===== src/rtl/cpu_checker_ex_pkg.sv =====
// Shared types and constants for the CPU trace-line checker.
// Holds the FSM state encoding, format codes, delimiter characters and range helpers.
package cpu_checker_ex_pkg;

  typedef enum logic [3:0] {
    ST_IDLE = 4'd0,
    ST_TIME = 4'd1,
    ST_PC   = 4'd2,
    ST_SP1  = 4'd3,
    ST_GRF  = 4'd4,
    ST_ADDR = 4'd5,
    ST_SP2  = 4'd6,
    ST_LT   = 4'd7,
    ST_SP3  = 4'd8,
    ST_DATA = 4'd9,
    ST_DONE = 4'd10
  } state_t;

  localparam logic [1:0] FMT_NONE = 2'b00;
  localparam logic [1:0] FMT_REG  = 2'b01;
  localparam logic [1:0] FMT_MEM  = 2'b10;

  localparam logic [7:0] CH_CARET  = 8'h5e;
  localparam logic [7:0] CH_AT     = 8'h40;
  localparam logic [7:0] CH_COLON  = 8'h3a;
  localparam logic [7:0] CH_DOLLAR = 8'h24;
  localparam logic [7:0] CH_STAR   = 8'h2a;
  localparam logic [7:0] CH_LT     = 8'h3c;
  localparam logic [7:0] CH_EQ     = 8'h3d;
  localparam logic [7:0] CH_HASH   = 8'h23;
  localparam logic [7:0] CH_SPACE  = 8'h20;

  // Bounds arrive as arguments so a zero lower bound is not a constant compare.
  function automatic logic in_window(input logic [31:0] x,
                                     input logic [31:0] lo,
                                     input logic [31:0] hi);
    return (x >= lo) && (x <= hi);
  endfunction

  function automatic logic word_aligned(input logic [31:0] x);
    return x[1:0] == 2'b00;
  endfunction

endpackage


===== src/rtl/cpu_checker_ex_char_class.sv =====
// Classifies one ASCII character as decimal digit / lowercase hex digit.
// Produces the digit's value; uppercase hex is deliberately not recognised.
module cpu_checker_ex_char_class (
  input  logic [7:0] char_data,
  output logic       is_dec,
  output logic       is_hex,
  output logic [3:0] nibble
);

  logic is_lower;

  always_comb begin
    is_dec   = (char_data >= 8'h30) && (char_data <= 8'h39);
    is_lower = (char_data >= 8'h61) && (char_data <= 8'h66);
    is_hex   = is_dec || is_lower;
    if (is_dec)        nibble = char_data[3:0];
    else if (is_lower) nibble = char_data[3:0] + 4'd9;
    else               nibble = 4'd0;
  end

endmodule


===== src/rtl/cpu_checker_ex.sv =====
// Streaming checker for "^time@pc: $grf <= data#" / "^time@pc: *addr <= data#" lines.
// One char per accepted cycle; results are valid for exactly one accepted-char window.
//
// state   | meaning
// IDLE    | waiting for '^'
// TIME    | collecting decimal <time>
// PC      | collecting hex <pc>
// SP1     | after ':', spaces until '$' or '*'
// GRF     | collecting decimal register number
// ADDR    | collecting hex memory address
// SP2     | spaces before '<'
// LT      | saw '<', expecting '='
// SP3     | spaces before data
// DATA    | collecting hex data
// DONE    | line complete, outputs valid
module cpu_checker_ex
  import cpu_checker_ex_pkg::*;
#(
  parameter int          TIME_DIGITS = 4,
  parameter int          GRF_DIGITS  = 4,
  parameter int          HEX_DIGITS  = 8,
  parameter int          NUM_GRF     = 32,
  parameter logic [31:0] PC_LO       = 32'h3000,
  parameter logic [31:0] PC_HI       = 32'h4fff,
  parameter logic [31:0] ADDR_LO     = 32'h0000,
  parameter logic [31:0] ADDR_HI     = 32'h2fff,
  parameter int          CNT_W       = 16
) (
  input  logic             clk,
  input  logic             reset,
  input  logic             char_valid,
  input  logic [7:0]       char_data,
  input  logic [15:0]      freq,
  output logic [1:0]       format_type,
  output logic [3:0]       error_code,
  output logic [CNT_W-1:0] line_count
);

  localparam int TW   = $clog2(10 ** TIME_DIGITS);
  localparam int GW   = $clog2(10 ** GRF_DIGITS);
  localparam int HW   = 4 * HEX_DIGITS;
  localparam int MAXD = (HEX_DIGITS > TIME_DIGITS) ?
                        ((HEX_DIGITS > GRF_DIGITS) ? HEX_DIGITS : GRF_DIGITS) :
                        ((TIME_DIGITS > GRF_DIGITS) ? TIME_DIGITS : GRF_DIGITS);
  localparam int CW   = $clog2(MAXD + 1);
  localparam int EW   = (TW > 16) ? TW : 16;

  state_t          state_q, state_d;
  logic [CW-1:0]   cnt_q, cnt_d;
  logic [TW-1:0]   t_q, t_d;
  logic [GW-1:0]   grf_q, grf_d;
  logic [HW-1:0]   pc_q, pc_d, addr_q, addr_d;
  logic            mem_q, mem_d;
  logic            is_dec, is_hex;
  logic [3:0]      nibble;

  cpu_checker_ex_char_class u_char_class (
    .char_data (char_data),
    .is_dec    (is_dec),
    .is_hex    (is_hex),
    .nibble    (nibble)
  );

  logic time_full, grf_full, hex_full, hex_exact, cnt_nz;
  assign time_full = cnt_q >= CW'(TIME_DIGITS);
  assign grf_full  = cnt_q >= CW'(GRF_DIGITS);
  assign hex_full  = cnt_q >= CW'(HEX_DIGITS);
  assign hex_exact = cnt_q == CW'(HEX_DIGITS);
  assign cnt_nz    = cnt_q != '0;

  always_comb begin
    state_d = state_q;
    cnt_d   = cnt_q;
    t_d     = t_q;
    grf_d   = grf_q;
    pc_d    = pc_q;
    addr_d  = addr_q;
    mem_d   = mem_q;
    if (char_data == CH_CARET) begin
      // resync: a caret always restarts a line, whatever came before
      state_d = ST_TIME;
      cnt_d   = '0;
      t_d     = '0;
      grf_d   = '0;
      pc_d    = '0;
      addr_d  = '0;
      mem_d   = 1'b0;
    end else begin
      state_d = ST_IDLE;
      case (state_q)
        ST_TIME:
          if (is_dec && !time_full) begin
            state_d = ST_TIME;
            t_d     = t_q * TW'(10) + TW'(nibble);
            cnt_d   = cnt_q + 1'b1;
          end else if (char_data == CH_AT && cnt_nz) begin
            state_d = ST_PC;
            cnt_d   = '0;
          end
        ST_PC:
          if (is_hex && !hex_full) begin
            state_d = ST_PC;
            pc_d    = {pc_q[HW-5:0], nibble};
            cnt_d   = cnt_q + 1'b1;
          end else if (char_data == CH_COLON && hex_exact) begin
            state_d = ST_SP1;
            cnt_d   = '0;
          end
        ST_SP1:
          if (char_data == CH_SPACE) state_d = ST_SP1;
          else if (char_data == CH_DOLLAR) begin
            state_d = ST_GRF;
            mem_d   = 1'b0;
          end else if (char_data == CH_STAR) begin
            state_d = ST_ADDR;
            mem_d   = 1'b1;
          end
        ST_GRF:
          if (is_dec && !grf_full) begin
            state_d = ST_GRF;
            grf_d   = grf_q * GW'(10) + GW'(nibble);
            cnt_d   = cnt_q + 1'b1;
          end else if (char_data == CH_SPACE && cnt_nz) state_d = ST_SP2;
          else if (char_data == CH_LT && cnt_nz) state_d = ST_LT;
        ST_ADDR:
          if (is_hex && !hex_full) begin
            state_d = ST_ADDR;
            addr_d  = {addr_q[HW-5:0], nibble};
            cnt_d   = cnt_q + 1'b1;
          end else if (char_data == CH_SPACE && hex_exact) state_d = ST_SP2;
          else if (char_data == CH_LT && hex_exact) state_d = ST_LT;
        ST_SP2:
          if (char_data == CH_SPACE) state_d = ST_SP2;
          else if (char_data == CH_LT) state_d = ST_LT;
        ST_LT:
          if (char_data == CH_EQ) state_d = ST_SP3;
        ST_SP3:
          if (char_data == CH_SPACE) state_d = ST_SP3;
          else if (is_hex) begin
            state_d = ST_DATA;
            cnt_d   = CW'(1);
          end
        ST_DATA:
          if (is_hex && !hex_full) begin
            state_d = ST_DATA;
            cnt_d   = cnt_q + 1'b1;
          end else if (char_data == CH_HASH && hex_exact) state_d = ST_DONE;
        default: state_d = ST_IDLE;
      endcase
    end
  end

  always_ff @(posedge clk) begin
    if (reset) begin
      state_q    <= ST_IDLE;
      cnt_q      <= '0;
      t_q        <= '0;
      grf_q      <= '0;
      pc_q       <= '0;
      addr_q     <= '0;
      mem_q      <= 1'b0;
      line_count <= '0;
    end else if (char_valid) begin
      state_q <= state_d;
      cnt_q   <= cnt_d;
      t_q     <= t_d;
      grf_q   <= grf_d;
      pc_q    <= pc_d;
      addr_q  <= addr_d;
      mem_q   <= mem_d;
      if (state_d == ST_DONE && line_count != '1)
        line_count <= line_count + 1'b1;
    end
  end

  logic [EW-1:0] half, t_ext, divisor;
  logic          done, time_err, pc_err, addr_err, grf_err;

  assign done     = state_q == ST_DONE;
  assign half     = EW'(freq >> 1);
  assign t_ext    = EW'(t_q);
  assign divisor  = (half == '0) ? EW'(1) : half;
  assign time_err = (half == '0) || ((t_ext % divisor) != '0);
  assign pc_err   = !in_window(32'(pc_q), PC_LO, PC_HI) || !word_aligned(32'(pc_q));
  assign addr_err = mem_q && (!in_window(32'(addr_q), ADDR_LO, ADDR_HI) ||
                              !word_aligned(32'(addr_q)));
  assign grf_err  = !mem_q && (grf_q >= GW'(NUM_GRF));

  assign format_type = done ? (mem_q ? FMT_MEM : FMT_REG) : FMT_NONE;
  assign error_code  = done ? {grf_err, addr_err, pc_err, time_err} : 4'b0000;

endmodule

===== config.mk =====
export PLATFORM = sky130hd
export DESIGN_NAME = cpu_checker_ex
export DESIGN_NICKNAME = d
export VERILOG_FILES = /design/src/rtl/cpu_checker_ex_pkg.sv /design/src/rtl/cpu_checker_ex_char_class.sv /design/src/rtl/cpu_checker_ex.sv
export SDC_FILE = /design/constraint.sdc
export NUM_CORES = 1
export LEC_CHECK = 0
export ABC_AREA = 1
export CORE_UTILIZATION = 41
export CTS_BUF_LIST = sky130_fd_sc_hd__clkbuf_4
export CTS_CLUSTER_SIZE = 24
export DETAILED_ROUTE_END_ITERATION = 7
export PLACE_DENSITY_LB_ADDON = 0.25
export SETUP_SLACK_MARGIN = 0.05
export SLEW_MARGIN = 20
export SYNTH_ARGS = -nofsm -noshare
export SYNTH_HDL_FRONTEND = slang
export SYNTH_SLANG_ARGS = --single-unit

===== constraint.sdc =====
create_clock -name clk -period 68.9 [get_ports clk]
set_clock_uncertainty 0.05 [all_clocks]
set_input_delay 20.67 -clock clk [delete_from_list [all_inputs] [get_ports clk]]
set_output_delay 20.67 -clock clk [all_outputs]
set_load 0.005 [all_outputs]

==> results of run 1 <==
cell families after synthesis:
kind of cell	count (synthesis)	synth area share, %
AND/OR/NAND/NOR	1130	36.29
AO/OA/AOI/OAI	377	14.87
flip-flops	117	16.46
adder cells (fa/ha/maj)	190	16.97
buffers and inverters	383	10.35
other	1	0.02635
XOR/XNOR	82	5.046
worst min path at each step:
stage	startpoint	cells after the start	end	slack (ns)
3_5_place_dp	pc_q[30]$_SDFFE_PP0P_	2	pc_q[30]$_SDFFE_PP0P_	0.41
3_3_place_gp	pc_q[29]$_SDFFE_PP0P_	2	pc_q[29]$_SDFFE_PP0P_	0.40
6_report	pc_q[30]$_SDFFE_PP0P_	2	pc_q[30]$_SDFFE_PP0P_	0.42
4_1_cts	pc_q[30]$_SDFFE_PP0P_	2	pc_q[30]$_SDFFE_PP0P_	0.42
2_1_floorplan	pc_q[31]$_SDFFE_PP0P_	2	pc_q[31]$_SDFFE_PP0P_	0.39
5_1_grt	pc_q[31]$_SDFFE_PP0P_	2	pc_q[31]$_SDFFE_PP0P_	0.44
layer usage:
metal	vias to the layer above	GRT usage (%)	share of wire, %
li1	7698	-	-
met1	6604	26.22	48
met2	253	34.96	47
met3	37	1.863	3.3
met4	0	5.428	1.5
met5	-	0	0
sequential cells by signal, summed over array words and instances, names as in the netlist:
name and count:
addr_q 32, pc_q 32, line_count 16, grf_q 14
t_q 14, cnt_q 4, state_q 4, mem_q 1
per-stage QoR:
step	util (%)	setup WS, ns
after global routing	47.61	-0.1746
after detailed placement	44.82	0.1002
final	47.61	2.090
after floorplan	-	4.878
after CTS	45.84	0.1301
after global placement	44.82	0.5576
cell type report:
| cell class | instances | area [um^2] | area share [%] |
|---|---|---|---|
| Clock inverter | 15 | 215.2 | 1.335 |
| Timing Repair inverter | 1 | 7.507 | 0.04656 |
| Clock buffer | 17 | 127.6 | 0.7916 |
| Sequential cell | 117 | 2342 | 14.53 |
| Tap cell | 448 | 560.5 | 3.477 |
| Multi-Input combinational cell | 1783 | 10770 | 66.82 |
| Antenna cell | 1 | 2.502 | 0.01552 |
| Inverter | 322 | 1222 | 7.582 |
| Timing Repair Buffer | 97 | 872.1 | 5.409 |
repair_timing:
action                     CTS  global route
hold buffers                 0             0
setup buffers                0            27
pin swaps                    0            25
resized for setup            1            95
setup endpoints to repair    1             1
gates cloned                 0             4
worst max-delay path: cells and delay by family:
family	cells	cell delay, ns
simple gates	104	10.11
fa+ha+maj	15	4.77
buf+inv	30	3.52
xor+xnor	2	0.35
compound gates	41	6.59
power breakdown:
group / internal [mW] / switching [mW] / leakage (nW) / total, mW
combinational: 0.00937 / 0.0166 / 7.08 / 0.0260
clock: 0.0298 / 0.0306 / 0.184 / 0.0604
sequential: 0.0678 / 0.000205 / 0.943 / 0.0680
total: 0.107 / 0.0474 / 8.21 / 0.154
cells in the final DEF, fill, tap and decap left out, types with 5 or more instances in the layout:
| cell | Yosys | layout |
|---|---|---|
| nand2_1 | 555 | 552 |
| inv_1 | 309 | 302 |
| nand3_1 | 212 | 211 |
| a21oi_1 | 200 | 193 |
| ha_1 | 185 | 183 |
| nor2_1 | 156 | 153 |
| dfxtp_1 | 117 | 117 |
| o21ai_0 | 87 | 71 |
| xor2_1 | 47 | 47 |
| buf_4 | 3 | 46 |
| clkdlybuf4s50_1 | 0 | 44 |
| xnor2_1 | 35 | 35 |
| nand4_1 | 34 | 34 |
| nor3_1 | 32 | 27 |
| or2_2 | 27 | 27 |
| nand2_2 | 23 | 22 |
| o21ai_1 | 10 | 20 |
| nand3b_1 | 19 | 19 |
| clkbuf_4 | 0 | 17 |
| nand3_2 | 17 | 16 |
| inv_2 | 10 | 14 |
| nor4_1 | 21 | 13 |
| a211oi_1 | 11 | 10 |
| o211ai_1 | 9 | 9 |
| o21bai_1 | 13 | 9 |
| and2_1 | 9 | 9 |
| nor3_2 | 3 | 8 |
| a21oi_2 | 2 | 8 |
| nand2_4 | 2 | 7 |
| o21ai_2 | 2 | 7 |
| o21a_1 | 6 | 6 |
| nor2_2 | 5 | 6 |
| inv_6 | 0 | 6 |
| nand3_4 | 2 | 5 |
| o21bai_2 | 1 | 5 |
| nor4_4 | 0 | 5 |
| a31oi_1 | 6 | 5 |
| fa_1 | 5 | 5 |
==> flow_metrics.tcl, run 1 <==
set metrics [dict create \
    r2r_end "line_count[15]$_SDFFE_PP0P_" \
    wl_per_cell_um 13.05 \
    synth_most_common_cell "nand2_1" \
    initial_core_util_pct 42.03 \
    critPathRequiredTime_ns 48.18 \
    post-place-cells 2737 \
    yosys.area.top_type "dfxtp_1" \
    place.gp.congestion 0.9180 \
    clock-sinks 117 \
    antenna_found_initial 1 \
    synth_top_area_share_pct 16.46 \
    first_pass_iters 8 \
    synthDistinctLibCells 67 \
    syn_area_per_cell_um2 6.243 \
    timing_worst_setup_path_type "in2out" \
    dp_hpwl_um 27860 \
    synth_common_cells "555 x nand2_1, 309 x inv_1, 212 x nand3_1, 200 x a21oi_1, 185 x ha_1" \
    clockBufferDepth 2 \
    peakVddDrop_uv 15.29 \
    cts_buffers 17 \
    place_area_um2 15180 \
    fin_crit_ns 66.81 \
    syn_inst 2280 \
    area_delta_synth_final_pct 13.27 \
    finalCritPeriodShare_pct 96.97 \
    post-route-drc-count 2 \
    slew_headroom_pct 27.28 \
    max_cap_violations 0 \
    tightest_slew_ns 1.083 \
    startpoint_type "primary input" \
    final_cells 2801 \
    critical_path.endpoint "error_code[0]" \
    synthArstFlopShare_pct 0 \
    core-area_um2 33870 \
    reg2reg_depth 21 \
    whs_ns 0.4216 \
    cts_max_level 4 \
    drtAntennaViolNets 0 \
    final.setup.tns_ns 0 \
    r2r_slack_ns 65.25 \
    seq_area_frac_synth_pct 16.46 \
    hold_violations 0 \
    drt_iter0_drc 919 \
    reg2reg_from "cnt_q[0]$_SDFFE_PP0P_" \
    ys.flop_type "dfxtp_1" \
    arrival_ns 46.09 \
    drive_gt1_share_pct 10.25 \
    routed_wl_um 36570 \
    cts_tree "yes" \
    final.fill_count 3598 \
    row_count 67 \
    crit_path_frequent_cell "nand2_1" \
    fin_area_um2 16120 \
    crit_path_top_delay_cell "clkdlybuf4s50_1" \
    die_x_um 188.3 \
    p_leak_nw 8.210 \
    path_clk_slew_ns 0.13 \
    worstHoldPathType "reg2reg" \
    die_h_um 188.3 \
    vias_per_cell 5.210 \
    status "complete, but fails checks" \
    grt_pass1_wl_um 60680 \
    cts-root-buf "clkbuf_4" \
    clock_latency_ns 0.53 \
    worst_setup_path_end_kind "primary output" \
    grt_pass1_vias 13410 \
    io_buffers 47 \
    grt-ovfl-total 0 \
    grt_use_total_pct 20.04 \
    slowest_delay_ns 0.47 \
    ys_top_cells_by_area "dfxtp_1 16%, ha_1 16%, nand2_1 15%, inv_1 8.1%, nand3_1 7.5%" \
    power_uw 154.4 \
    crit_fanout 11 \
    synth.cell_area_um2 14230 \
    report.final.slew_viol_count 0 \
    synth_enable_flop_cells 0 \
    dieArea_um2 35460 \
    num-nets-final 2556 \
    ys_seq_elements 117 \
    cp-startpoint "freq[14]" \
    violations "design-rule violations" \
    vias 14590 \
    io-pin-count 49 \
    finalSetupViolations 0 \
    power_density_nw_per_um2 9.578 \
    ys_warn_count 0 \
    grt_max_degree 92 \
    clock.fmax_mhz 14.97 \
]
Power figures use the tool's default switching activity.
==> run 2, diff against run 1 <==
Settings changed: ABC_CLOCK_PERIOD_IN_PS set to 68900, CTS_CLUSTER_SIZE 24 to not set.
==> results of run 2 <==
No change in the layout: final DEF, timing and power equal those of run 1.
==> RTL change, RTL diff (config.mk and constraints of run 2) <==
`TIME_DIGITS`: 4 -> 5.
--- a/src/rtl/cpu_checker_ex.sv
+++ b/src/rtl/cpu_checker_ex.sv
@@ -16,7 +16,7 @@
 module cpu_checker_ex
   import cpu_checker_ex_pkg::*;
 #(
-  parameter int          TIME_DIGITS = 4,
+  parameter int          TIME_DIGITS = 5,
   parameter int          GRF_DIGITS  = 4,
   parameter int          HEX_DIGITS  = 8,
   parameter int          NUM_GRF     = 32,
Formal check against the unedited RTL: same outputs for any inputs over 4 cycles, from zero or initial values and one cycle with reset high; that may be too few to reach the edited logic, so the function may still have changed.
==> RTL change against run 2 <==
- global-route usage rose by 3.2 points
- final area rose by 37%
- combinational power rose by 56%
- sequential cell count rose by 3
- total power rose by 1.3%
- synthesized area rose by 7.9%
- die area rose by 7.8%
- utilization rose by 13 points
- setup slack got worse by 890 ps
- critical path depth rose by 49
- routed wire length rose by 26%
- critical path type unchanged
==> RTL change: results (changes against run 2) <==
metric	value	unit	change
grt_max_degree	66		-28%
worst_ep_arrival_time	46980	ps	+890 ps
route.met3.wl	1194	um	-2.0%
synth.area.top_cells	ha_1 (17%), dfxtp_1 (16%), nand2_1 (14%), inv_1 (9.5%), nand3_1 (6.9%)		
nets	3260		+28%
non_clock_buffer_area_share	20.78	%	+15 points
leakagePower	11.28	nW	+37%
synth_cell_types	68		+1.5%
hold_end	pc_q[7]		
placed_cells	3404		+24%
buffers	585		+500%
drive_gt1_share	31.83	%	+22 points
place_area	19710	um2	+30%
grt_use_met2	41.19	%	+6.2 points
viasPerCell	5.061		-2.8%
multi_input_gates	1895		+6.3%
grt.total_usage	23.20	%	+3.2 points
place_hpwl	34680	um	+24%
m1WireLength	21540	um	+22%
netSwitchingPower	0.05082	mW	+7.3%
multi_input_area	12790	um2	+19%
clkTransAtPathRegs	100	ps	-30 ps
synthXorXnorAreaFrac	5.818	%	+0.77 points
ir_drop	0.00001146	V	-25%
synth.cell_area	15350	um2	+7.9%
seqPwrFrac	44.6	%	+0.5 points
cts.repair.resized	86		+85
first_iter_violations	891		-3.0%
fin_cells	3498		+25%
synth_compound_area_share	15.15	%	+0.27 points
cts_setup_buffers	8		+8
r2r_slack	65020	ps	-230 ps
synth_top_area_share	17.11	%	+0.66 points
relSlewSlack	29.58	%	+2.3 points
final_area	22150	um2	+37%
fillers	3326		-7.6%
synth_common_cells	nand2_1 (569), inv_1 (388), nand3_1 (211)		
met3_usage	1.831	%	-0.032 points
status	finished, final reports clean		
worstReg2RegStart	t_ext[5]		
synth-seq-cells	120		+2.6%
ys_seq_area_share	15.65	%	-0.81 points
cpPeakStageDelay	510	ps	+40 ps
clkCellAreaFrac	1.085	%	-1.0 points
synth_ff_type	dfxtp_1		
wl_per_cell	13.20	um	+1.1%
synth_cells	2477		+8.6%
r2r_end	t_ext[15]		
wl_met2	22770	um	+33%
gp_congestion	0.9202		+0.24%
n_clock_buffer	18		+1
num-nonclk-inverters	399		+24%
grt_pass1_wl	75090	um	+24%
## RTL change: per-stage QoR
stage	setup slack, ps	hold slack, ps	TNS (ps)	power, mW
global route	-870.7	438.3	-870.7	0.1646
detailed placement	-1521	406.1	-1521	0.1057
CTS	63.59	423.5	0	0.1523
global placement	-844.3	402.6	-844.3	0.1047
finish	1200	424.3	0	0.1564
floorplan	1421	390.0	0	0.09024
## RTL change: worst max path at each step
| stage | startpoint | endpoint | slack [ps] |
|---|---|---|---|
| 5_1_grt | freq[8] | error_code[0] | -870 |
| 2_1_floorplan | freq[10] | error_code[0] | 1420 |
| 3_3_place_gp | freq[14] | error_code[0] | -840 |
| 6_report | freq[8] | error_code[0] | 1200 |
| 4_1_cts | freq[11] | error_code[0] | 60 |
| 3_5_place_dp | freq[10] | error_code[0] | -1520 |
